$ cat src/rtl/lvt_port_arbiter_if.sv
// Requester handshake, read response and memory-port bundle for lvt_port_arbiter.
// master = arbiter side, slave = requesters plus memory array.
interface lvt_port_arbiter_if #(
  parameter int WIDTH = 8,
  parameter int DEPTH = 8,
  parameter int PORTS = 4,
  parameter int REQS  = 6
);
  localparam int AW = (DEPTH > 1) ? $clog2(DEPTH) : 1;

  logic [REQS-1:0]             req_valid;
  logic [REQS-1:0]             req_we;
  logic [REQS-1:0][AW-1:0]     req_addr;
  logic [REQS-1:0][WIDTH-1:0]  req_wdata;
  logic [REQS-1:0]             req_ready;
  logic [REQS-1:0]             rsp_valid;
  logic [REQS-1:0][WIDTH-1:0]  rsp_data;
  logic [PORTS-1:0][AW-1:0]    mem_addr;
  logic [PORTS-1:0]            mem_en;
  logic [PORTS-1:0][WIDTH-1:0] mem_d;
  logic [PORTS-1:0][WIDTH-1:0] mem_q;

  modport master (
    input  req_valid, req_we, req_addr, req_wdata, mem_q,
    output req_ready, rsp_valid, rsp_data, mem_addr, mem_en, mem_d
  );

  modport slave (
    output req_valid, req_we, req_addr, req_wdata, mem_q,
    input  req_ready, rsp_valid, rsp_data, mem_addr, mem_en, mem_d
  );
endinterface

$ cat src/rtl/lvt_port_arbiter.sv
// Round-robin arbiter mapping up to PORTS requests per cycle onto an LVT memory,
// with same-address conflict filtering and one-cycle read data return.
module lvt_port_arbiter #(
  parameter int WIDTH = 8,
  parameter int DEPTH = 8,
  parameter int PORTS = 4,
  parameter int REQS  = 6
) (
  input logic                clk,
  input logic                rst,
  lvt_port_arbiter_if.master bus
);
  localparam int AW = (DEPTH > 1) ? $clog2(DEPTH) : 1;
  localparam int RW = (REQS > 1) ? $clog2(REQS) : 1;
  localparam int PW = (PORTS > 1) ? $clog2(PORTS) : 1;

  logic [RW-1:0]               rr_ptr;
  logic [RW-1:0]               last_gnt;
  logic [RW-1:0]               idx;
  logic [RW:0]                 sum;
  logic [PW:0]                 cnt;
  logic                        ok;
  logic                        any_gnt;
  logic [REQS-1:0]             grant;
  logic [REQS-1:0]             pend_rd;
  logic [REQS-1:0][PW-1:0]     gport;
  logic [REQS-1:0][PW-1:0]     pend_port;
  logic [PORTS-1:0][AW-1:0]    p_addr;
  logic [PORTS-1:0]            p_en;
  logic [PORTS-1:0][WIDTH-1:0] p_d;
  logic [REQS-1:0][WIDTH-1:0]  rsp_d;

  // Slots 0..cnt-1 of p_addr/p_en hold the requests already granted this cycle,
  // so they double as the conflict table for later requesters in the scan.
  always_comb begin
    grant    = '0;
    gport    = '0;
    last_gnt = '0;
    any_gnt  = 1'b0;
    cnt      = '0;
    idx      = '0;
    sum      = '0;
    ok       = 1'b0;
    p_addr   = '0;
    p_en     = '0;
    p_d      = '0;
    if (!rst) begin
      for (int i = 0; i < REQS; i++) begin
        sum = {1'b0, rr_ptr} + (RW+1)'(i);
        if (sum >= (RW+1)'(REQS)) sum = sum - (RW+1)'(REQS);
        idx = sum[RW-1:0];
        ok  = bus.req_valid[idx] && (cnt < (PW+1)'(PORTS));
        for (int k = 0; k < PORTS; k++) begin
          if (((PW+1)'(k) < cnt) && (p_addr[k] == bus.req_addr[idx]) &&
              (bus.req_we[idx] || p_en[k]))
            ok = 1'b0;
        end
        if (ok) begin
          grant[idx]          = 1'b1;
          gport[idx]          = cnt[PW-1:0];
          p_addr[cnt[PW-1:0]] = bus.req_addr[idx];
          p_en[cnt[PW-1:0]]   = bus.req_we[idx];
          p_d[cnt[PW-1:0]]    = bus.req_we[idx] ? bus.req_wdata[idx] : '0;
          last_gnt            = idx;
          any_gnt             = 1'b1;
          cnt                 = cnt + 1'b1;
        end
      end
    end
  end

  always_comb begin
    for (int r = 0; r < REQS; r++)
      rsp_d[r] = pend_rd[r] ? bus.mem_q[pend_port[r]] : '0;
  end

  assign bus.req_ready = grant;
  assign bus.mem_addr  = p_addr;
  assign bus.mem_en    = p_en;
  assign bus.mem_d     = p_d;
  assign bus.rsp_valid = pend_rd;
  assign bus.rsp_data  = rsp_d;

  always_ff @(posedge clk) begin
    if (rst) begin
      rr_ptr    <= '0;
      pend_rd   <= '0;
      pend_port <= '0;
    end else begin
      if (any_gnt)
        rr_ptr <= (last_gnt == RW'(REQS - 1)) ? '0 : last_gnt + 1'b1;
      for (int r = 0; r < REQS; r++) begin
        pend_rd[r] <= grant[r] && !bus.req_we[r];
        if (grant[r] && !bus.req_we[r])
          pend_port[r] <= gport[r];
      end
    end
  end
endmodule
$ cat src/flat_wrapper.sv
// flat-port wrapper written by rule: the top's interface ports become plain ports
module lvt_port_arbiter_flat 
#(
  parameter int WIDTH = 8,
  parameter int DEPTH = 8,
  parameter int PORTS = 4,
  parameter int REQS  = 6
)
  (clk, rst, bus_req_valid, bus_req_we, bus_req_addr, bus_req_wdata, bus_mem_q, bus_req_ready, bus_rsp_valid, bus_rsp_data, bus_mem_addr, bus_mem_en, bus_mem_d);
  lvt_port_arbiter_if #(.WIDTH(WIDTH), .DEPTH(DEPTH), .PORTS(PORTS), .REQS(REQS)) bus_i ();
  input logic clk;
  input logic rst;
  input wire logic [$bits(bus_i.req_valid)-1:0] bus_req_valid;
  input wire logic [$bits(bus_i.req_we)-1:0] bus_req_we;
  input wire logic [$bits(bus_i.req_addr)-1:0] bus_req_addr;
  input wire logic [$bits(bus_i.req_wdata)-1:0] bus_req_wdata;
  input wire logic [$bits(bus_i.mem_q)-1:0] bus_mem_q;
  output wire logic [$bits(bus_i.req_ready)-1:0] bus_req_ready;
  output wire logic [$bits(bus_i.rsp_valid)-1:0] bus_rsp_valid;
  output wire logic [$bits(bus_i.rsp_data)-1:0] bus_rsp_data;
  output wire logic [$bits(bus_i.mem_addr)-1:0] bus_mem_addr;
  output wire logic [$bits(bus_i.mem_en)-1:0] bus_mem_en;
  output wire logic [$bits(bus_i.mem_d)-1:0] bus_mem_d;
  assign bus_i.req_valid = bus_req_valid;
  assign bus_i.req_we = bus_req_we;
  assign bus_i.req_addr = bus_req_addr;
  assign bus_i.req_wdata = bus_req_wdata;
  assign bus_i.mem_q = bus_mem_q;
  assign bus_req_ready = bus_i.req_ready;
  assign bus_rsp_valid = bus_i.rsp_valid;
  assign bus_rsp_data = bus_i.rsp_data;
  assign bus_mem_addr = bus_i.mem_addr;
  assign bus_mem_en = bus_i.mem_en;
  assign bus_mem_d = bus_i.mem_d;
  lvt_port_arbiter #(.WIDTH(WIDTH), .DEPTH(DEPTH), .PORTS(PORTS), .REQS(REQS)) u_core (.clk(clk), .rst(rst), .bus(bus_i));
endmodule
$ cat config.mk
export PLATFORM = sky130hd
export DESIGN_NAME = lvt_port_arbiter_flat
export DESIGN_NICKNAME = d
export VERILOG_FILES = /design/src/rtl/lvt_port_arbiter_if.sv /design/src/rtl/lvt_port_arbiter.sv /design/src/flat_wrapper.sv
export SDC_FILE = /design/constraint.sdc
export NUM_CORES = 1
export LEC_CHECK = 0
export BUFFER_PORTS_ARGS = -buffer_cell sky130_fd_sc_hd__buf_2
export CELL_PAD_IN_SITES_DETAIL_PLACEMENT = 1
export CELL_PAD_IN_SITES_GLOBAL_PLACEMENT = 1
export CORE_ASPECT_RATIO = 2
export CORE_MARGIN = 2
export CORE_UTILIZATION = 41
export DETAILED_ROUTE_END_ITERATION = 10
export GPL_ROUTABILITY_DRIVEN = 0
export PLACE_DENSITY_LB_ADDON = 0.1
export SKIP_LAST_GASP = 1
export SLEW_MARGIN = 0
export SYNTH_ARGS = -nofsm -noshare
export SYNTH_HDL_FRONTEND = slang
export SYNTH_SLANG_ARGS = --single-unit
$ cat constraint.sdc
create_clock -name clk -period 14 [get_ports clk]
set_input_delay 0 -clock clk [delete_from_list [all_inputs] [get_ports clk]]
set_output_delay 0 -clock clk [all_outputs]
set_load 0.02 [all_outputs]
# [Yosys cells after proc, flatten, opt, wreduce, memory -nomap -nowiden]
# Index checks and enable logic that the tools add are counted.
[word_totals] ff_bits=21 input_bits=112 out_inout_bits=108 word_cells=456
[op_classes] add_sub_neg=16 n_lt_le_gt_ge=59 n_eq_ne=18 muxes=264 bitwise_logic=5 reduce_logical=86
[op_table] op="$mux 32" count=10
[op_table] op="$mux 8" count=31
[op_table] op="$mux 12" count=20
[op_table] op="$bwmux 32" count=5
[op_table] op="$bmux 8 s3" count=6
[op_table] op="$mux 3" count=42
[op_table] op="$bwmux 12" count=10
[op_table] op="$bmux 8 s2" count=6
[op_table] op="$demux 8 s2" count=5
[op_table] op="$mux 6" count=12
[op_table] op="$logic_and 1x1->1" count=62
[op_table] op="$mux 1" count=58
[op_table] op="$bmux 3 s3" count=6
[op_table] op="$eq 3x3->1" count=17
[op_table] op="$mux 4" count=10
[op_table] op="$bmux 1 s3" count=12
[op_table] op="$lt 2x3->1 const B" count=11
[op_table] op="$demux 2 s3" count=5
[op_table] op="$demux 3 s2" count=5
[op_table] op="$lt 1x3->1 const A" count=10
[op_table] op="$lt 2x3->1 const A" count=10
[op_table] op="$or 6x6->6" count=5
[op_table] op="$lt 3x4->1 const B" count=6
[op_table] op="$bwmux 4" count=5
[op_table] op="other kinds (17)" count=79

# [Logic depth before layout (Yosys ltp)]
# Gate-level depths: netlist of the first run.
[depth] depth_word=59 mapped_depth=45

# [Worst setup path before layout of the first run]
# Ideal clock, no wire load.
[synth_timing] path_type="reg2out" startpoint="register u_core.rr_ptr[0]" endpoint="output bus_mem_addr[6]" arrival_ns=9.858 slack_ns=4.142 path_stages_with_launch=41 path_buffers=14 cell_sequence="dfxtp_1 buf_4 buf_2 buf_6 clkbuf_1 buf_1 clkbuf_1 inv_1 clkbuf_1 buf_1 ha_1 clkbuf_1 nand3_1 mux2i_2 buf_6 nand2_4 a32oi_4 a22oi_1 [... 5 more ...] a22oi_4 a21oi_1 xnor2_1 inv_1 ha_1 clkbuf_1 a31o_2 a21oi_2 o22ai_2 nor3_2 buf_6 mux2_2 xnor2_1 a41o_1 buf_6 or4_1 clkbuf_1 o31ai_1"
[synth_via] elab_chain_len=57 elab_cells_between_ends=273 cone_classes="15 x add/sub; 41 x order compare; 17 x eq/ne; 132 x mux; 68 x reduce/logical"
[synth_lines] item="from (decl)" line_no="lvt_port_arbiter.sv:17" source="logic [RW-1:0] rr_ptr;"
[synth_lines] item="from (signal assigned)" line_no="lvt_port_arbiter.sv:91" source="rr_ptr <= (last_gnt == RW'(REQS - 1)) ? '0 : last_gnt + 1'b1;"
[synth_lines] item="$sub 3x3->3 / $ge 3x3->1 (equally long branches)" line_no="lvt_port_arbiter.sv:50" source="if (sum >= (RW+1)'(REQS)) sum = sum - (RW+1)'(REQS);"
[synth_lines] item="$mux 3" line_no="lvt_port_arbiter.sv:50"
[synth_lines] item="$mux 3" line_no="lvt_port_arbiter.sv:47" source="if (!rst) begin"
[synth_lines] item="$bmux 1 s3 / $bmux 3 s3 (equally long branches)"
[synth_lines] item="$mux 1 (not written as such) / $mux 3 (equally long branches)"
[synth_lines] item="$mux 1 / $mux 3 (equally long branches)" line_no="lvt_port_arbiter.sv:58" source="if (ok) begin"
[synth_lines] item="$mux 3" line_no="lvt_port_arbiter.sv:47"
[synth_lines] item="$lt 1x3->1 / $eq 3x3->1 (equally long branches)" line_no="lvt_port_arbiter.sv:54" source="if (((PW+1)'(k) < cnt) && (p_addr[k] == bus.req_addr[idx]) &&"
[synth_lines] item="[... 37 more ...]"
[synth_lines] item="$mux 3 / $mux 12 (equally long branches)" line_no="lvt_port_arbiter.sv:58"
[synth_lines] item="$mux 3 / $mux 12 (equally long branches)" line_no="lvt_port_arbiter.sv:47"
[synth_lines] item="$lt 1x3->1 / $eq 3x3->1 (equally long branches)" line_no="lvt_port_arbiter.sv:54"
[synth_lines] item="$logic_and 1x1->1 (2 in series)" line_no="lvt_port_arbiter.sv:54"
[synth_lines] item="$mux 1 (4 in series)" line_no="lvt_port_arbiter.sv:54"
[synth_lines] item="$mux 1" line_no="lvt_port_arbiter.sv:47"
[synth_lines] item="$mux 12 (*)" line_no="lvt_port_arbiter.sv:58"
[synth_lines] item="$mux 12 (*)" line_no="lvt_port_arbiter.sv:47"
[synth_lines] item="to (decl)" line_no="flat_wrapper.sv:21" source="output wire logic [$bits(bus_i.mem_addr)-1:0] bus_mem_addr;"
# Mark *: on every way between the ends. The rest lies on a longest branch, timed or not. The select of a mux whose other input is x is not followed.

# [Worst setup path after layout of the first run]
[layout_timing] startpoint="register u_core.rr_ptr[0]" endpoint="output bus_mem_d[27]"
[layout_via] elab_chain_len=57 elab_cells_between_ends=308 cone_classes="15 x add/sub; 41 x order compare; 17 x eq/ne; 167 x mux; 68 x reduce/logical"
[layout_lines] item="$sub 3x3->3 / $ge 3x3->1 (equally long branches)" line_no="lvt_port_arbiter.sv:50"
[layout_lines] item="$mux 3" line_no="lvt_port_arbiter.sv:50"
[layout_lines] item="$mux 3" line_no="lvt_port_arbiter.sv:47"
[layout_lines] item="$bmux 1 s3 / $bmux 3 s3 (equally long branches)"
[layout_lines] item="$mux 1 (not written as such) / $mux 3 (equally long branches)"
[layout_lines] item="$mux 1 / $mux 3 (equally long branches)" line_no="lvt_port_arbiter.sv:58"
[layout_lines] item="$mux 3" line_no="lvt_port_arbiter.sv:47"
[layout_lines] item="$lt 1x3->1 / $eq 3x3->1 (equally long branches)" line_no="lvt_port_arbiter.sv:54"
[layout_lines] item="[... 37 more ...]"
[layout_lines] item="$mux 3 / $mux 12 (equally long branches)" line_no="lvt_port_arbiter.sv:58"
[layout_lines] item="$mux 3 / $mux 12 (equally long branches)" line_no="lvt_port_arbiter.sv:47"
[layout_lines] item="$lt 1x3->1 / $eq 3x3->1 (equally long branches)" line_no="lvt_port_arbiter.sv:54"
[layout_lines] item="$logic_and 1x1->1 (2 in series)" line_no="lvt_port_arbiter.sv:54"
[layout_lines] item="$mux 1 (4 in series)" line_no="lvt_port_arbiter.sv:54"
[layout_lines] item="$mux 1" line_no="lvt_port_arbiter.sv:47"
[layout_lines] item="$mux 32 (*)" line_no="lvt_port_arbiter.sv:58"
[layout_lines] item="$mux 32 (*)" line_no="lvt_port_arbiter.sv:47"
[layout_lines] item="to (decl)" line_no="flat_wrapper.sv:23" source="output wire logic [$bits(bus_i.mem_d)-1:0] bus_mem_d;"
# Marks and branches as above.

==> results of run 1 <==
==> final timing paths <==
path	to	slack (ns)	cells after the start
worst max-delay path	bus_mem_d[27]	1.48	30
worst min-delay path	u_core.bus.rsp_valid[2]	0.05	2
worst max register to register	u_core.pend_port[9]	2.23	29
worst min register to register	u_core.pend_port[7]	0.75	2
==> layer usage <==
| layer | vias up | global-route usage, % | part of all wire, % |
|---|---|---|---|
| met3 | 387 | 10.8 | 7.2 |
| met5 | - | 0 | 0.033 |
| met2 | 787 | 75.8 | 50 |
| met1 | 6489 | 37.7 | 30 |
| met4 | 2 | 45.5 | 13 |
| li1 | 5849 | - | - |
==> cells in the final DEF (no fill, tap or decap), types with 13 or more instances in the layout <==
| cell | count |
|---|---|
| dfxtp_1 | 20 |
| o211ai_1 | 17 |
| nand2_1 | 123 |
| and2_1 | 63 |
| nand3_1 | 40 |
| inv_1 | 37 |
| xnor2_1 | 22 |
| mux2_2 | 52 |
| nor2_1 | 178 |
| ha_1 | 15 |
| a211oi_1 | 46 |
| mux2i_1 | 75 |
| buf_2 | 219 |
| a311oi_1 | 13 |
| a31oi_1 | 29 |
| buf_4 | 32 |
| o21ai_0 | 76 |
| nor3_1 | 43 |
| mux4_2 | 48 |
| o22ai_1 | 52 |
| a21oi_1 | 106 |
==> state kept, by name, summed over array words and instances (netlist names) <==
register              cells
u_core.pend_port         12
u_core.bus.rsp_valid      6
u_core.rr_ptr             3
==> critical path, delay by kind of cell, from the launching register on <==
kind / cells / cell delay, ns
AOI/OAI and AO/OA: 10 / 3.65
xor gates and xnor gates: 2 / 0.35
adders and majority gates: 3 / 1.35
buffers and inverters: 5 / 1.27
DFF: 1 / 0.83
muxes: 3 / 1.15
and+or+nand+nor: 7 / 3.61
==> final cells by class <==
type / count / area [µm²]
diodes: 2 / 5.00
clock buffers: 3 / 75.1
clock inverters: 1 / 5.00
fillers: 3208 / 12900
inverters: 38 / 143
multi-input cells: 1264 / 9130
flip-flops and latches: 21 / 424
well taps: 332 / 415
repair buffers: 251 / 1340
==> cells by family after synthesis <==
logic type | count (synthesis) | synth area share (%)
adders and majority gates | 15 | 1.84
and+or+nand+nor | 535 | 25.0
buffers and inverters | 162 | 6.70
xor gates and xnor gates | 30 | 2.79
muxes | 180 | 24.4
DFF | 21 | 4.12
AOI/OAI and AO/OA | 504 | 35.2
==> per-stage QoR <==
stage | area [µm²] | utilization [%] | instances
floorplan | 10200 | - | 1447
global placement | 11400 | 46.9 | 1906
detailed placement | 11400 | 46.9 | 1906
CTS | 11500 | 47.2 | 1910
global route | 11500 | 47.2 | 1910
finish | 11500 | 47.2 | 1912
==> impl_metrics.csv, run 1 <==
group,metric,value,unit
grt,grt_max_degree,76,
synthesis,ys_ff_latch,21,
synthesis,synthFlopType,"dfxtp_1",
sta,finalClockSkew,0.00241,ns
die,core,24400,µm²
synthesis,synth_most_common_cell,"nor2_1",
cts,cts.sinks,21,
cts,cts_buffers,3,
setup_path,setup.worst_path.class,"reg -> out",
grt,antenna_found_initial,2,
routing,dr.first_iter.drc_count,1005,
sta,whs,0.0526,ns
synthesis,syn_nets,1574,
die,ios,220,
grt,grt_usage,43.3,%
cts,clock_latency,0.27,ns
cts,clock_tree.root_cell,"clkbuf_16",
setup_path,worstPathRequired,14.00,ns
synthesis,synth_edf_count,0,
placement,dp_slack,2.17,ns
cts,cts_hold_buf,0,
synthesis,synth_top_cell_by_area,"mux4_2",
die,die_h,227,µm
setup_path,cp-startpoint,"u_core.rr_ptr[0]",
sta,tightestPinTransition,1.32,ns
cts,cts.path.max_buffers,2,
synthesis,async_flop_share,0,%
grt,grt_pass1_vias,13862,
setup_path,critPathMostFrequentCell,"inv_1",
routing,drt-pass1-iter-count,6,
placement,portBuffers,219,
sta,rsz0062_at_grt,"false",
cts,post_cts.repair.setup_buffers,0,
sta,fin_ws,1.48,ns
sta,fin_crit_sh,89.4,%
cells_and_area,fin_nets,1706,
routing,antenna_left,0,
setup_path,end_kind,"output pin",
grt,grt_overflow,0,
sta,setup_viol,0,
placement,hpwl,44700,µm
sta,maxSlewViolCount,0,
synthesis,synth_commonest_cells,"nor2_1 (178), nand2_1 (123), a21oi_1 (106)",
cts,cts_tree,"built",
min_path,holdCritStartpoint,"bus_req_we[2]",
die,fp.dieW,116,µm
setup_path,crit_path_max_fanout,56,
routing,drc_errors,0,
routing,vias_per_cell,7.07,
cts,clkTransAtPathRegs,0.06,ns
routing,routed_wl,57100,µm
status,outcome,"complete, no violations",
sta,max_freq,79.9,MHz
setup_path,timing.rr.start,"u_core.rr_ptr[0]",
synthesis,synth_area,10200,µm²
cells_and_area,layout-drive-gt1-share,26.1,%
synthesis,synth_cells,1447,
die,rows,81,
setup_path,start_kind,"flop",
sta,finalHoldViolCount,0,
synthesis,ys_seq_area_share,4.12,%
die,dieArea,26300,µm²
job,drv_cap,0,
routing,vias,13514,
routing,detail_route.wl_per_cell,29.9,µm
synthesis,yosysWarningCount,0,
setup_path,arrival,12.52,ns
synthesis,ys_types,103,
sta,tns,0,ns
sta,slew_headroom,11.6,%
die,start_util,41.8,%
synthesis,syn_avg_cell_area,7.06,µm²
setup_path,slowest_delay,1.04,ns
cells_and_area,syn_to_final_growth,12.9,%
sta,final.min_clock_period,12.52,ns
setup_path,slowest_stage,"nor3_2",
synthesis,synth.top_cell.area_share,10.6,%
synthesis,netlist_top_cells_area,"mux4_2 (11%), mux2i_1 (7.3%), nor2_1 (6.5%)",
cts,cts_resized,0,
grt,grt_pass1_wl,85100,µm
cts,htree_num_levels,1,
min_path,hold_path_class,"in -> reg",
Power of run 1 is not shown: default switching activity piles up to over one toggle a cycle in this logic, so the estimate is an artifact.
==> inputs of run 2 (changes only) <==
--- a/config.mk
+++ b/config.mk
@@ -10,7 +10,7 @@
 export CELL_PAD_IN_SITES_GLOBAL_PLACEMENT = 1
 export CORE_ASPECT_RATIO = 2
 export CORE_MARGIN = 2
-export CORE_UTILIZATION = 41
+export CORE_UTILIZATION = 37
 export DETAILED_ROUTE_END_ITERATION = 10
 export GPL_ROUTABILITY_DRIVEN = 0
 export PLACE_DENSITY_LB_ADDON = 0.1
==> constraint.sdc (replaced) <==
create_clock -name clk -period 10.15 [get_ports clk]
set_input_delay 0 -clock clk [delete_from_list [all_inputs] [get_ports clk]]
set_output_delay 0 -clock clk [all_outputs]
set_load 0.02 [all_outputs]
==> run 2 against run 1 <==
  * Clock skew up 0.0011 ns
  * Sequential share of layout area fell by 0.088 points
  * First-iteration DRC count rose by 13%
  * Final cell count grew 2.7%
  * Worst setup slack got worse by 0.77 ns
  * Global-route usage decreased by 9.8 points
  * Register-to-register slack lost 1.4 ns
  * Critical path type unchanged
  * Via count down 1.6%
  * Worst hold slack lost 0.017 ns
  * Die area rose by 11%
  * Critical path depth unchanged
==> impl_metrics.csv, run 2 (same netlist as run 1, synthesis figures left out) <==
group,metric,value,unit
status,outcome,"complete, no violations",
job,drv_cap,0,
routing,vias_per_cell,6.77,
cells_and_area,antennaDiodeCount,0,
setup_path,end_kind,"output pin",
sta,tns,0,ns
cells_and_area,syn_to_final_growth,15.7,%
cells_and_area,final_common_cell,"buf_2",
routing,drc_errors,0,
cells_and_area,layout-drive-gt1-share,27.7,%
grt,use_met2,56.1,%
routing,dr.first_iter.drc_count,1132,
sta,fin_crit_sh,93.0,%
grt,busiest_layer,"met2",
setup_path,worst_r2r_path_depth,28,
routing,detail_route.wl_per_cell,25.8,µm
sta,finalClockSkew,0.00355,ns
placement,hpwl,40500,µm
setup_path,critPathMostFrequentCell,"buf_4",
grt,use_met3,3.86,%
grt,antenna_found_initial,0,
cts,cts_buffers,3,
routing,antenna_left,0,
setup_path,setup.worst_path.class,"reg -> out",
die,ios,220,
grt,grt_max_degree,77,
min_path,hold_path_class,"in -> reg",
min_path,holdPathEnd,"u_core.bus.rsp_valid[4]",
cells_and_area,mostFrequentLayoutCells,"buf_2 (219), nor2_1 (178), nand2_1 (123)",
die,core,27300,µm²
routing,drt-pass1-iter-count,6,
cells_and_area,largest_reg_flops,12,
die,dieArea,29000,µm²
cts,cts_tree,"built",
sta,final.min_clock_period,9.43,ns
sta,setup_viol,0,
cells_and_area,regArea,424,µm²
setup_path,cp_top_family,"compound AO/OA/AOI/OAI gates",
grt,grt_overflow,0,
sta,tightestPinTransition,1.27,ns
cts,clkTransAtPathRegs,0.05,ns
cts,clock_latency,0.25,ns
cts,cts.sinks,21,
cts,htree_num_levels,1,
cts,cts.path.max_buffers,2,
grt,grt_pass1_vias,13259,
setup_path,r2r-end,"u_core.pend_port[7]",
sta,whs,0.0358,ns
setup_path,arrival,9.43,ns
die,fp.dieW,121,µm
setup_path,slowest_stage,"a21o_1",
cells_and_area,fin_nets,1739,
die,die_h,239,µm
die,rows,86,
setup_path,critical_path_buf_inv_count,5,
cts,clock_tree.root_cell,"clkbuf_16",
sta,slew_headroom,14.3,%
sta,max_freq,106,MHz
die,start_util,37.4,%
setup_path,start_kind,"flop",
sta,finalHoldViolCount,0,
cells_and_area,multi_input_area,9150,µm²
cts,cts_hold_buf,0,
setup_path,rrSetupSlack,0.88,ns
sta,rsz0062_at_grt,"false",
setup_path,crit_path_max_fanout,25,
min_path,hold_path_depth,2,
cells_and_area,fill_cells,3630,
grt,grt_pass1_wl,76500,µm
setup_path,timing.rr.start,"u_core.rr_ptr[1]",
min_path,holdCritStartpoint,"bus_req_we[4]",
grt,grt_usage,33.5,%
routing,routed_wl,50600,µm
setup_path,slowest_delay,0.74,ns
routing,vias,13294,
sta,maxSlewViolCount,0,
setup_path,worstPathRequired,10.15,ns
placement,portBuffers,219,
cells_and_area,top_register,"u_core.pend_port",
grt,grt_use_met1,42.3,%
[run 2: cell count changes in the layout (fill, tap and decap cells not counted), sizes merged]
cell | before | now
diode | 2 | 0
buf | 251 | 284
[run 2: worst max-delay path by stage]
stage                     start               end  slack [ns]  cells past startpoint
2_1_floorplan  u_core.rr_ptr[0]   bus_mem_addr[6]        0.29                     40
3_3_place_gp   u_core.rr_ptr[1]  bus_mem_addr[11]        0.66                     29
3_5_place_dp   u_core.rr_ptr[1]  bus_mem_addr[11]        0.11                     29
4_1_cts        u_core.rr_ptr[1]  bus_mem_addr[11]        0.39                     30
5_1_grt        u_core.rr_ptr[1]     bus_mem_d[16]        0.08                     32
6_report       u_core.rr_ptr[1]     bus_mem_d[23]        0.72                     30
[run 2: repair_timing]
item | in CTS | in global routing
setup buffers | 1 | 0
endpoints found under the setup margin | 11 | 32
resized for setup | 0 | 5
pin swaps | 1 | 0
[run 2: metrics by stage]
step	std cells	utilization (%)	setup slack, ns	cell area, µm²
after floorplan	1447	-	0.292	10200
after global placement	1958	42.8	0.656	11700
after detailed placement	1958	42.8	0.108	11700
after CTS	1963	43.2	0.394	11800
after global routing	1963	43.2	0.0765	11800
final	1963	43.2	0.715	11800
[run 2: cell type report]
| cell class | instances | share of cell area (%) |
|---|---|---|
| inverters | 38 | 1.21 |
| well taps | 352 | 3.73 |
| flip-flops and latches | 21 | 3.59 |
| multi-input cells | 1264 | 77.4 |
| repair buffers | 284 | 13.4 |
| clock inverters | 1 | 0.0424 |
| clock buffers | 3 | 0.635 |
[run 2: worst register-to-register path: cells and delay by family, from the launching register on]
family                   cells  cell delay (ns)
multiplexers                 2             0.48
adder cells (fa/ha/maj)      2             0.75
buffers and inverters        3             0.69
AO/OA/AOI/OAI               13             4.76
flip-flops                   1             0.57
AND/OR/NAND/NOR              7             1.85
XOR/XNOR                     1             0.10
[run 2: routing by layer]
layer / part of all wire (%) / wire length, µm
met1: 40 / 20000
met2: 48 / 24200
met3: 6.9 / 3520
met4: 5.7 / 2890
met5: 0 / 0
Power of run 2 is left out for the same reason.
